### config.mk
export PLATFORM = sky130hd
export DESIGN_NAME = mem_access_unit
export DESIGN_NICKNAME = d
export VERILOG_FILES = /design/src/rtl/mem_access_unit.sv
export SDC_FILE = /design/constraint.sdc
export NUM_CORES = 1
export LEC_CHECK = 0
export ABC_AREA = 1
export CAP_MARGIN = 20
export CORE_ASPECT_RATIO = 1.2
export CORE_MARGIN = 10
export CORE_UTILIZATION = 45
export DETAILED_ROUTE_END_ITERATION = 12
export PLACE_DENSITY = 0.82
export SETUP_SLACK_MARGIN = 0.5
export SLEW_MARGIN = 40
export SYNTH_ARGS = -nofsm -noshare
export SYNTH_HDL_FRONTEND = slang
export SYNTH_SLANG_ARGS = --single-unit
### constraint.sdc
create_clock -name clk -period 1.8 [get_ports clk]
set_clock_uncertainty 0.1 [all_clocks]
set_input_delay 0.27 -clock clk [delete_from_list [all_inputs] [get_ports clk]]
set_output_delay 0.27 -clock clk [all_outputs]
set_load 0.05 [all_outputs]
### src/rtl/mem_access_unit.sv
// mem_access_unit: CPU-side load/store sequencer for a word-wide, big-endian RAM.
// Checks alignment, drives a mov/moc handshake with byte-lane enables, and
// sign/zero-extends sub-word load data. A bounded wait on moc aborts with err.
module mem_access_unit #(
  parameter int TIMEOUT = 15
) (
  input  logic        clk,
  input  logic        reset,
  input  logic        req,
  input  logic        rw,
  input  logic [1:0]  size,
  input  logic        signed_ld,
  input  logic [31:0] addr,
  input  logic [31:0] wdata,
  output logic        busy,
  output logic        done,
  output logic        err,
  output logic [31:0] rdata,
  output logic        mov,
  output logic        mem_rw,
  output logic [31:0] mem_addr,
  output logic [31:0] mem_wdata,
  output logic [3:0]  byte_en,
  input  logic        moc,
  input  logic [31:0] mem_rdata
);

  typedef enum logic [1:0] {S_IDLE, S_ACCESS, S_RELEASE} state_t;

  localparam int CW = (TIMEOUT > 1) ? $clog2(TIMEOUT) : 1;
  localparam logic [CW-1:0] CNT_LAST = CW'(TIMEOUT - 1);

  state_t        state_q, state_d;
  logic          busy_q, busy_d, done_q, done_d, err_q, err_d;
  logic          mov_q, mov_d, mem_rw_q, mem_rw_d;
  logic [31:0]   rdata_q, rdata_d, mem_addr_q, mem_addr_d, mem_wdata_q, mem_wdata_d;
  logic [3:0]    byte_en_q, byte_en_d;
  logic [1:0]    size_q, size_d, off_q, off_d;
  logic          sgn_q, sgn_d, to_q, to_d;
  logic [CW-1:0] cnt_q, cnt_d;

  logic          misaligned;
  logic [3:0]    lanes;
  logic [31:0]   wdata_rep, load_ext;
  logic [7:0]    ld_byte;
  logic [15:0]   ld_half;

  // Request decode: alignment check, big-endian lane mask, store-data replication.
  // NOTE: every signal gets a default before the case so no latch is inferred.
  always_comb begin
    misaligned = 1'b0;
    lanes      = 4'b1111;
    wdata_rep  = wdata;
    case (size)
      2'b00: begin
        lanes     = 4'b1000 >> addr[1:0];
        wdata_rep = {4{wdata[7:0]}};
      end
      2'b01: begin
        misaligned = addr[0];
        lanes      = addr[1] ? 4'b0011 : 4'b1100;
        wdata_rep  = {2{wdata[15:0]}};
      end
      2'b10:   misaligned = (addr[1:0] != 2'b00);
      default: misaligned = 1'b1;
    endcase
  end

  // Load extraction: pick the addressed lane(s) of the RAM word and extend.
  always_comb begin
    ld_byte  = mem_rdata[{~off_q, 3'b000} +: 8];
    ld_half  = off_q[1] ? mem_rdata[15:0] : mem_rdata[31:16];
    load_ext = mem_rdata;
    case (size_q)
      2'b00:   load_ext = {{24{sgn_q & ld_byte[7]}}, ld_byte};
      2'b01:   load_ext = {{16{sgn_q & ld_half[15]}}, ld_half};
      default: load_ext = mem_rdata;
    endcase
  end

  // Next-state and registered-output logic for the IDLE/ACCESS/RELEASE sequence.
  always_comb begin
    state_d     = state_q;
    busy_d      = busy_q;
    done_d      = 1'b0;
    err_d       = 1'b0;
    mov_d       = mov_q;
    mem_rw_d    = mem_rw_q;
    rdata_d     = rdata_q;
    mem_addr_d  = mem_addr_q;
    mem_wdata_d = mem_wdata_q;
    byte_en_d   = byte_en_q;
    size_d      = size_q;
    off_d       = off_q;
    sgn_d       = sgn_q;
    to_d        = to_q;
    cnt_d       = cnt_q;
    case (state_q)
      S_IDLE: begin
        if (req) begin
          if (misaligned) begin
            // Rejected requests complete immediately and never touch the RAM.
            done_d = 1'b1;
            err_d  = 1'b1;
          end else begin
            state_d     = S_ACCESS;
            busy_d      = 1'b1;
            mov_d       = 1'b1;
            mem_rw_d    = rw;
            mem_addr_d  = {addr[31:2], 2'b00};
            mem_wdata_d = wdata_rep;
            byte_en_d   = lanes;
            size_d      = size;
            off_d       = addr[1:0];
            sgn_d       = signed_ld;
            to_d        = 1'b0;
            cnt_d       = '0;
          end
        end
      end
      S_ACCESS: begin
        if (moc) begin
          if (mem_rw_q) rdata_d = load_ext;
          mov_d   = 1'b0;
          state_d = S_RELEASE;
        end else if (cnt_q == CNT_LAST) begin
          mov_d   = 1'b0;
          to_d    = 1'b1;
          state_d = S_RELEASE;
        end else begin
          cnt_d = cnt_q + 1'b1;
        end
      end
      S_RELEASE: begin
        // Wait for the RAM to withdraw moc so the next access starts clean.
        if (!moc) begin
          state_d = S_IDLE;
          busy_d  = 1'b0;
          done_d  = 1'b1;
          err_d   = to_q;
        end
      end
      default: state_d = S_IDLE;
    endcase
  end

  // State and output registers; reset aborts any transaction in flight.
  // NOTE: sequential state uses non-blocking assignments only.
  always_ff @(posedge clk or negedge reset) begin
    if (!reset) begin
      state_q     <= S_IDLE;
      busy_q      <= 1'b0;
      done_q      <= 1'b0;
      err_q       <= 1'b0;
      mov_q       <= 1'b0;
      mem_rw_q    <= 1'b1;
      rdata_q     <= '0;
      mem_addr_q  <= '0;
      mem_wdata_q <= '0;
      byte_en_q   <= '0;
      size_q      <= '0;
      off_q       <= '0;
      sgn_q       <= 1'b0;
      to_q        <= 1'b0;
      cnt_q       <= '0;
    end else begin
      state_q     <= state_d;
      busy_q      <= busy_d;
      done_q      <= done_d;
      err_q       <= err_d;
      mov_q       <= mov_d;
      mem_rw_q    <= mem_rw_d;
      rdata_q     <= rdata_d;
      mem_addr_q  <= mem_addr_d;
      mem_wdata_q <= mem_wdata_d;
      byte_en_q   <= byte_en_d;
      size_q      <= size_d;
      off_q       <= off_d;
      sgn_q       <= sgn_d;
      to_q        <= to_d;
      cnt_q       <= cnt_d;
    end
  end

  assign busy      = busy_q;
  assign done      = done_q;
  assign err       = err_q;
  assign rdata     = rdata_q;
  assign mov       = mov_q;
  assign mem_rw    = mem_rw_q;
  assign mem_addr  = mem_addr_q;
  assign mem_wdata = mem_wdata_q;
  assign byte_en   = byte_en_q;

endmodule

==> reports/results.tsv, run 1 <==
stage	metric	value	unit
logic_synthesis	Synth Area in Simple Gates	28.1	%
placed_design	Final HPWL DP	13100	µm
worst_setup_path	CP max stage delay	0.43	ns
floorplanning	io pins	209	
cells_and_area	most common cell after layout, fill and taps aside	nand2_1	
routing	drt drc	0	
clock_network	Root Driver	clkbuf_16	
timing	Max Fclk	0.506	GHz
worst_setup_path	critical path type	reg2reg	
pwr	switching pwr	12.6	mW
clock_network	clock tree sinks	115	
floorplanning	floorplan row count	44	
worst_setup_path	Cell Chain, Critical Path	inv_2 -> nor2_4 -> buf_4 -> buf_4 -> nand2_1 -> nand2_1 -> inv_1 -> nand2_1 -> o21ai_2 -> nand2_1	
routing	Vias/cell	6.54	
worst_setup_path	Crit path arrival time	2.17	ns
timing	RSZ-0062 raised after global routing	true	
logic_synthesis	multiplexer area fraction after synthesis	0	%
outcome	failing checks	setup timing	
pwr	clock share of power	14.4	%
logic_synthesis	Post-Syn Instances	694	
floorplanning	Starting Density	45.8	%
cells_and_area	nets	1174	
logic_synthesis	Synth Area in Compound Gates	11.7	%
worst_setup_path	Critical Path RT	2.00	ns
cells_and_area	share of cells above drive strength 1	51.3	%
clock_network	clock buffer depth	2	
worst_setup_path	delay-heaviest family, CP	simple AND/OR/NAND/NOR gates	
global_routing	vias in the first global route	6897	
cells_and_area	Area growth syn-to-layout	111	%
pwr	Pleak	5.65	nW
timing	Setup WS post-layout	-0.178	ns
floorplanning	Die Y	141	µm
logic_synthesis	Synth warnings	0	
logic_synthesis	cell taking the most area after synthesis	dfrtp_1	
timing	Fin. Hold Viols	0	
logic_synthesis	Seq cells post-synth	115	
worst_setup_path	Crit Reg-Reg Startpoint	state_q[0]	
logic_synthesis	synthesized area	5520	µm²
logic_synthesis	Synth area leaders	dfrtp_1, nand2_1, a21oi_1	
pwr	Peak VDD IR	1.64	mV
routing	initial drt markers	1348	
clock_network	worst skew pair latency	0.42	ns
worst_setup_path	Worst setup EP type	flip-flop	
worst_setup_path	crit start category	flip-flop	
global_routing	grt ovf	0	
routing	routed len/inst	30.9	µm
logic_synthesis	register area share after synthesis	52.2	%
timing	Pins Over Slew Limit	0	
timing	endpoints failing setup	3	
logic_synthesis	adder and majority gate portion of the synthesized area	0.454	%
placed_design	placed insts	1061	
logic_synthesis	Yosys top cell area share	51.7	%
pwr	pwr dens	2180	nW/µm²
global_routing	largest net degree at the start of global routing	35	
placed_design	Post-Place Worst Slack	-0.0967	ns
routing	Pre-antenna DRT Iters	6	
clock_network	H-Tree Level Count	4	
timing	Final min period	1.98	ns
global_routing	initial antenna violation count	2	
pwr	Logic pwr share	65.0	%
worst_setup_path	CP bufs+invs	4	
worst_setup_path	FF-to-FF End	to_q	
logic_synthesis	Mean Syn Cell Area	7.95	µm²
clock_network	Worst-path clk slew	0.09	ns
worst_setup_path	Crit path top cell by count	nand2_1	
routing	Post-Route WL	38400	µm
cells_and_area	commonest cells after routing, fill and taps aside	nand2_1, buf_6, buf_4	
floorplanning	Die Area	17100	µm²
timing	period utilization	110	%
logic_synthesis	Cell variety after synth	33	
outcome	status	finished, violations left	
clock_network	CTS tree	built	
pwr	Flop pwr share	20.6	%
pwr	Switching Share	50.0	%
pwr	Cell Int Power	12.7	mW
floorplanning	Die X	121	µm
placed_design	GP Congestion	0.913	
routing	via count	8131	
routing	antenna viol nets, final	0	
clock_network	total CTS buffers	17	
worst_setup_path	crit path max-delay cell type	dfrtp_1	
placed_design	IO buf count	206	
cells_and_area	fin cells	1243	
run	Max-cap violations	0	
worst_setup_path	Reg2Reg Depth	10	
min_path	min-delay worst type	in2async	
logic_synthesis	Synth Area in XOR/XNOR	0.317	%
global_routing	first-pass GRT wire length	37600	µm
logic_synthesis	largest family of logic cells by synthesized area	simple AND/OR/NAND/NOR gates	
floorplanning	Core ar.	12100	µm²
worst_setup_path	R2R Setup Slk	-0.18	ns
global_routing	GRT Total Usage	28.1	%
worst_setup_path	crit-path max FO	5	
==> registers in the layout, summed over array words and instances (netlist names) <==
signal,cells
off_q,2
err,1
busy,1
rdata,32
size_q,2
to_q,1
cnt_q,4
mem_addr,30
sgn_q,1
byte_en,4
mov,1
state_q,2
done,1
mem_wdata,32
mem_rw,1
==> power groups by stage <==
| stage | Clock [mW] | Combinational (mW) | Sequential [mW] |
|---|---|---|---|
| after CTS | 3.44 | 12.1 | 4.81 |
| after detailed placement | 0 | 9.58 | 4.58 |
| final | 3.64 | 16.4 | 5.22 |
| after global routing | 3.72 | 16.8 | 5.25 |
| after global placement | 0 | 9.45 | 4.60 |
| after floorplan | 0 | 2.58 | 8.38 |
==> cells in the mapped netlist (all sizes together) <==
cell / instances
a211oi: 2
a21boi: 8
a21oi: 61
a22oi: 1
a31oi: 7
buf: 31
clkbuf: 9
conb: 1
dfrtp: 114
dfstp: 1
ha: 2
inv: 39
nand2: 277
nand3: 44
nand4: 2
nor2: 35
o21ai: 41
or2: 17
xnor2: 1
xor2: 1
==> logic make-up after synthesis <==
group,count (synthesis)
XOR/XNOR,2
buffers and inverters,79
AO/OA/AOI/OAI,120
adder cells (fa/ha/maj),2
other,1
flip-flops,115
AND/OR/NAND/NOR,375
==> worst max path at each step <==
stage,start,end,slack [ns],depth (start not counted)
finish,state_q[0],to_q,-0.18,10
global placement,size[0],byte_en[3],-0.06,9
global route,state_q[0],to_q,-0.13,10
CTS,mem_rw,mem_rw,0.26,1
detailed placement,size[0],byte_en[3],-0.1,9
floorplan,mem_rw,rdata[19],0.33,6
==> worst reg2reg max path: stages, from the launching register on <==
cell     delay, ns
dfrtp_1       0.43
inv_2         0.09
nor2_4        0.04
buf_4         0.15
buf_4         0.16
nand2_1       0.19
nand2_1       0.15
inv_1         0.14
nand2_1       0.11
o21ai_2       0.20
nand2_1       0.08
==> per-layer routing <==
layer	share of wire [%]	wire length [µm]	global-route usage, %	vias to the layer above
met1	31	11900	30.1	3828
met2	45	17400	48.1	935
met5	0.034	13	0	-
met3	13	4810	8.89	383
li1	-	-	-	2983
met4	11	4320	15.5	2
==> layout make-up <==
| type | count | area (µm²) |
|---|---|---|
| clock inverters | 10 | 133 |
| flip-flops and latches | 115 | 2890 |
| inverters | 39 | 171 |
| repair inverters | 3 | 48.8 |
| repair buffers | 389 | 4360 |
| clock buffers | 21 | 460 |
| multi-input cells | 503 | 3360 |
| fillers | 227 | 428 |
| well taps | 161 | 201 |
| diodes | 2 | 5.00 |
==> timing repair <==
action                     4_1_cts  5_1_grt
resized for setup              214      261
cloned                          20       11
setup buffers                   50       67
hold endpoints to repair        27        0
hold buffers                     1        0
setup endpoints to repair      216      218
pin swaps                       28       73
==> per-stage QoR <==
step	utilization (%)	setup TNS (ns)	hold slack (ns)	power, mW	cell area, µm²
detailed placement	64.6	-3.59	0.114	14.2	7790
global route	96.4	-0.266	0.275	25.7	11600
finish	96.5	-0.309	0.248	25.3	11600
global placement	64.6	-0.853	0.114	14.0	7790
CTS	82.6	0	0.251	20.4	9960
floorplan	-	0	-0.126	11.0	5620
Note: power is estimated with default switching activity, not from simulation.
==> run 2, diff against run 1 <==
Settings changed: ABC_AREA 1 to 0, HOLD_SLACK_MARGIN set to 0.05, PLACE_DENSITY 0.82 to 0.81.
==> run 2 against run 1 <==
The run still ends with setup timing left. Maximum frequency is 6.6% higher. First-iteration DRC count fell by 67%. Flip-flop and latch count unchanged. Sequential power shrank 11%. Cell area down 9.2%. Routed wire length shrank 36%. Combinational power is 30% lower. Global-route usage shrank 2.2 points. Clock power decreased by 5%. Critical path depth fell by 2. Via count fell by 33%. Critical path type unchanged. Largest cell class unchanged.
==> reports/results.tsv, run 2 <==
stage	metric	value	unit
floorplanning	Die Y	142	µm
timing	Max Fclk	0.539	GHz
min_path	Hold EP	off_q[1]	
global_routing	grt ovf	0	
logic_synthesis	ys async rst share	100	%
pwr	Pleak	4.73	nW
logic_synthesis	main flop type after synthesis	dfrtp_1	
logic_synthesis	Seq cells post-synth	115	
clock_network	CTS tree	built	
worst_setup_path	crit-path max FO	6	
logic_synthesis	EDFF count, synth	0	
worst_setup_path	Cell Chain, Critical Path	nand2b_4 -> a211oi_4 -> buf_4 -> buf_6 -> buf_12 -> buf_12 -> buf_16 -> mux2_4	
cells_and_area	ANT cells	0	
placed_design	Final HPWL DP	13400	µm
routing	Vias/cell	5.66	
worst_setup_path	crit path max-delay cell type	dfrtp_1	
global_routing	first-pass GRT wire length	34700	µm
logic_synthesis	Synth area leaders	dfrtp_1, mux2_2, mux2i_1	
clock_network	worst skew pair latency	0.41	ns
cells_and_area	fillers	531	
run	Max-cap violations	0	
timing	endpoints failing setup	31	
timing	period utilization	103	%
floorplanning	floorplan row count	44	
outcome	failing checks	setup timing	
floorplanning	Die Area	17300	µm²
global_routing	largest net degree at the start of global routing	41	
timing	RSZ-0062 raised after global routing	true	
routing	drt drc	0	
routing	via count	5455	
timing	Worst-Margin Slew	0.664	ns
timing	Min Hold Slack	0.208	ns
timing	Setup WS post-layout	-0.0553	ns
cells_and_area	commonest cells after routing, fill and taps aside	buf_6, dfrtp_1, clkdlybuf4s50_1	
clock_network	Worst-path clk slew	0.06	ns
logic_synthesis	synth cell count leaders	dfrtp_1, mux2_2, o21ai_0	
min_path	Hold Path Cell Cnt	3	
worst_setup_path	critical path type	reg2reg	
min_path	Worst Hold Launch	addr[1]	
worst_setup_path	R2R Setup Slk	-0.06	ns
cells_and_area	most common cell after layout, fill and taps aside	buf_6	
timing	Pins Over Slew Limit	0	
worst_setup_path	Crit path arrival time	2.05	ns
placed_design	GP Congestion	0.881	
logic_synthesis	register area share after synthesis	51.6	%
timing	Slew HR	55.6	%
routing	initial drt markers	447	
global_routing	initial antenna violation count	1	
floorplanning	Starting Density	46.1	%
logic_synthesis	count leader, synth	dfrtp_1	
outcome	status	finished, violations left	
worst_setup_path	Reg2Reg Depth	8	
logic_synthesis	cell taking the most area after synthesis	dfrtp_1	
worst_setup_path	crit start category	flip-flop	
floorplanning	Die X	122	µm
global_routing	vias in the first global route	6047	
pwr	Peak VDD IR	1.28	mV
routing	Pre-antenna DRT Iters	5	
cells_and_area	nets	895	
logic_synthesis	synthesized area	5580	µm²
worst_setup_path	Critical Path RT	2.00	ns
logic_synthesis	Synth warnings	0	
timing	Fin. Hold Viols	0	
worst_setup_path	CP bufs+invs	5	
global_routing	GRT Total Usage	26.0	%
cells_and_area	share of cells above drive strength 1	54.5	%
logic_synthesis	Cell variety after synth	47	
routing	routed len/inst	25.6	µm
placed_design	IO buf count	206	
floorplanning	io pins	209	
clock_network	Root Driver	clkbuf_16	
floorplanning	Core ar.	12100	µm²
logic_synthesis	Post-Syn Instances	462	
worst_setup_path	Crit Reg-Reg Startpoint	state_q[0]	
min_path	min-delay worst type	in2reg	
clock_network	H-Tree Level Count	4	
timing	Final min period	1.86	ns
worst_setup_path	delay-heaviest family, CP	buffers and inverters	
worst_setup_path	Worst setup EP type	flip-flop	
cells_and_area	Area growth syn-to-layout	89.3	%
worst_setup_path	FF-to-FF End	mem_addr[4]	
pwr	total power	19.7	mW
logic_synthesis	Mean Syn Cell Area	12.1	µm²
clock_network	clock tree sinks	115	
routing	Post-Route WL	24700	µm
pwr	pwr dens	1860	nW/µm²
logic_synthesis	Yosys top cell area share	51.1	%
clock_network	clock buffer depth	2	
worst_setup_path	Crit path top cell by count	buf_12	
routing	antenna viol nets, final	0	
clock_network	total CTS buffers	17	
worst_setup_path	CP max stage delay	0.39	ns
## run 2: logic make-up (layout without fill, tap and decap cells)
group                      after synthesis  in the layout  synth area share (%)
buffers and inverters                   43            382                  3.90
other                                    1              2                0.0672
AOI/OAI and AO/OA                       83             83                  9.80
muxes                                  122            122                  24.4
adders and majority gates                2              2                 0.448
DFF                                    115            115                  51.6
and+or+nand+nor                         96             96                  9.78
## run 2: how the worst max path moves through the flow
stage | cells after the start | to | start
global route | 8 | mem_wdata[16] | state_q[0]
finish | 8 | mem_addr[4] | state_q[0]
floorplan | 4 | off_q[1] | addr[0]
global placement | 5 | mem_addr[24] | addr[1]
CTS | 8 | mem_wdata[16] | state_q[0]
detailed placement | 5 | mem_wdata[28] | addr[0]
## run 2: worst min-delay path, cell delays in order
cell	delay, ns
buf_2	0.12
buf_4	0.14
mux2_2	0.15
## run 2: repair_timing
action | CTS | global route
hold buffers | 1 | 0
hold endpoints to repair | 82 | 0
resized for setup | 248 | 34
pin swaps | 30 | 11
cloned | 12 | 0
endpoints found under the setup margin | 216 | 218
buffers inserted | 48 | 33
## run 2: report_power, final
part	switching, mW	internal, mW	total, mW
combinational	6.44	5.10	11.5
sequential	0.989	3.67	4.66
clock	1.37	2.09	3.46
## run 2: layer usage
layer	GRT usage, %	wire, µm	part of all wire (%)
met4	11.6	1030	4.2
met2	44.9	12500	51
met3	10.2	2410	9.8
met5	0	18	0.073
met1	27.3	8680	35
## run 2: layout make-up
| class | count | area [µm²] | share of cell area, % |
|---|---|---|---|
| repair buffers | 339 | 3720 | 35.2 |
| multi-input cells | 305 | 3130 | 29.6 |
| flip-flops and latches | 115 | 2880 | 27.3 |
| clock buffers | 18 | 439 | 4.16 |
| well taps | 161 | 201 | 1.91 |
| clock inverters | 14 | 154 | 1.46 |
| inverters | 11 | 41.3 | 0.391 |
## run 2: through the flow
stage	util [%]	std cells	instance area [µm²]	setup TNS (ns)	worst slack (ns)
2_1_floorplan	-	463	5700	-6.29	-0.113
3_3_place_gp	64.7	837	7840	-42.89	-0.553
3_5_place_dp	64.8	837	7840	-43.83	-0.571
4_1_cts	83.4	930	10100	-0.0200	-0.00721
5_1_grt	87.2	963	10600	-2.18	-0.0978
6_report	87.2	963	10600	-0.845	-0.0553
==> run 3, diff against run 2 <==
Settings changed: CORE_ASPECT_RATIO 1.2 to not set.
==> run 3 against run 2 <==
The flow now finishes without violations. Sequential share of layout area increased by 0.94 points. Die area decreased by 0.10%. Flip-flop and latch count unchanged. Setup slack improved by 0.062 ns. Maximum frequency increased by 3.5%. Via count decreased by 2.4%. Register-to-register slack improved by 0.06 ns. Utilization decreased by 2.5 points. Non-clock buffer count decreased by 12.
==> reports/results.tsv, run 3 (synthesis gave the netlist of run 2 again) <==
stage	metric	value	unit
placed_design	Final HPWL DP	13000	µm
global_routing	grt ovf	0	
worst_setup_path	Crit Reg-Reg Startpoint	state_q[0]	
cells_and_area	fin cells	957	
pwr	Pleak	4.55	nW
routing	via count	5324	
routing	Vias/cell	5.56	
run	Max-cap violations	0	
worst_setup_path	Reg2Reg Depth	7	
cells_and_area	fillers	571	
cells_and_area	commonest cells after routing, fill and taps aside	buf_6, dfrtp_1, clkdlybuf4s50_1	
clock_network	clock buffer depth	2	
cells_and_area	nets	884	
placed_design	IO buf count	206	
clock_network	worst skew pair latency	0.43	ns
cells_and_area	Area growth syn-to-layout	83.1	%
cells_and_area	share of cells above drive strength 1	51.3	%
clock_network	clock tree sinks	115	
placed_design	GP Congestion	0.844	
floorplanning	Core ar.	12100	µm²
clock_network	H-Tree Level Count	4	
worst_setup_path	Critical Path RT	2.00	ns
worst_setup_path	Crit path arrival time	1.99	ns
global_routing	GRT Total Usage	24.3	%
worst_setup_path	CP bufs+invs	4	
min_path	Worst Hold Launch	addr[1]	
worst_setup_path	R2R Setup Slk	0.007	ns
worst_setup_path	Crit path top cell by count	buf_12	
floorplanning	Die X	131	µm
routing	Pre-antenna DRT Iters	5	
timing	period utilization	99.6	%
worst_setup_path	crit path max-delay cell type	dfrtp_1	
timing	RSZ-0062 raised after global routing	true	
min_path	min-delay worst type	in2reg	
worst_setup_path	FF-to-FF End	mem_addr[7]	
timing	Pins Over Slew Limit	0	
timing	Fin. Hold Viols	0	
floorplanning	Starting Density	46.3	%
routing	initial drt markers	508	
routing	drt drc	0	
worst_setup_path	delay-heaviest family, CP	buffers and inverters	
floorplanning	Die Area	17300	µm²
global_routing	first-pass GRT wire length	33400	µm
clock_network	total CTS buffers	17	
cells_and_area	most common cell after layout, fill and taps aside	buf_6	
timing	post-route setup TNS	0	ns
routing	antenna viol nets, final	0	
pwr	Peak VDD IR	1.33	mV
routing	Post-Route WL	22900	µm
worst_setup_path	crit-path max FO	6	
worst_setup_path	Worst setup EP type	flip-flop	
worst_setup_path	critical path type	reg2reg	
clock_network	CTS tree	built	
clock_network	Root Driver	clkbuf_16	
worst_setup_path	crit start category	flip-flop	
pwr	pwr dens	1810	nW/µm²
floorplanning	Die Y	131	µm
worst_setup_path	Cell Chain, Critical Path	nand2b_4 -> a211oi_4 -> buf_12 -> buf_12 -> buf_12 -> buf_16 -> mux2_4	
floorplanning	io pins	209	
global_routing	vias in the first global route	5751	
min_path	Hold EP	off_q[1]	
global_routing	initial antenna violation count	1	
timing	Final min period	1.79	ns
timing	Max Fclk	0.558	GHz
worst_setup_path	CP max stage delay	0.37	ns
min_path	Hold Path Cell Cnt	3	
placed_design	placed insts	842	
outcome	status	completed	
routing	routed len/inst	24.0	µm
timing	endpoints failing setup	0	
floorplanning	floorplan row count	40	
global_routing	largest net degree at the start of global routing	68	
clock_network	Worst-path clk slew	0.05	ns
timing	Min Hold Slack	0.149	ns
run 3: cell count changes in the layout (fill, tap and decap cells not counted), sizes merged:
cell | previous run | this run
buf | 235 | 221
bufbuf | 2 | 3
bufinv | 2 | 0
clkbuf | 19 | 24
clkdlybuf4s15 | 1 | 2
clkinv | 6 | 5
clkinvlp | 3 | 1
diode | 0 | 1
inv | 14 | 11
mux4 | 2 | 3
run 3: where the power goes:
part	leakage (nW)	switching (mW)	total, mW	internal (mW)
clock	0.254	1.13	2.96	1.82
combinational	2.93	6.14	10.9	4.74
sequential	1.37	0.947	4.62	3.68
run 3: layout make-up:
type                            instances  area [µm²]  area share (%)
Antenna cell                            1        2.50          0.0245
Clock buffer                           23         478            4.68
Clock inverter                          6        32.5           0.318
Inverter                               11        41.3           0.404
Multi-Input combinational cell        306        2990            29.2
Sequential cell                       115        2880            28.2
Tap cell                              168         210            2.06
Timing Repair Buffer                  327        3580            35.1
run 3: worst register-to-register path, delay by kind of cell, from the launching register on:
family / cells / cell delay, ns
buffers and inverters: 4 / 0.51
DFF: 1 / 0.37
muxes: 1 / 0.31
AOI/OAI and AO/OA: 1 / 0.21
and+or+nand+nor: 1 / 0.16
run 3: routing by layer:
layer,vias to the layer above,share of wire [%],global-route usage (%)
met5,-,0,0
met4,0,2.4,8.53
met3,59,10,10.2
met2,322,51,41.4
met1,2648,36,26.6
li1,2295,-,-
run 3: worst max path at each step:
stage               startpoint            to  slack [ns]  cells after the start
floorplan              addr[0]      off_q[1]       -0.11                      4
global placement       addr[1]   mem_addr[5]       -0.50                      5
detailed placement     addr[1]  mem_addr[19]       -0.55                      5
CTS                 state_q[0]  mem_addr[18]        0.04                      7
global route          off_q[1]     rdata[15]       -0.01                      4
finish              state_q[0]   mem_addr[7]       0.007                      7
run 3: per-stage QoR:
step           setup slack [ns]  total power, mW  util [%]  cell area (µm²)
3_5_place_dp             -0.552             12.5      64.7             7810
2_1_floorplan            -0.113             9.72         -             5700
3_3_place_gp             -0.505             12.3      64.7             7810
6_report                0.00671             18.4      84.7            10200
4_1_cts                  0.0412             17.3      79.8             9630
5_1_grt                -0.00965             19.1      84.7            10200
run 3: timing repair:
action | CTS | global route
pin swaps | 18 | 15
gates resized for setup | 186 | 57
endpoints found under the hold margin | 114 | 0
endpoints found under the setup margin | 216 | 216
setup buffers | 30 | 41
cloned | 12 | 1
hold buffers | 1 | 0
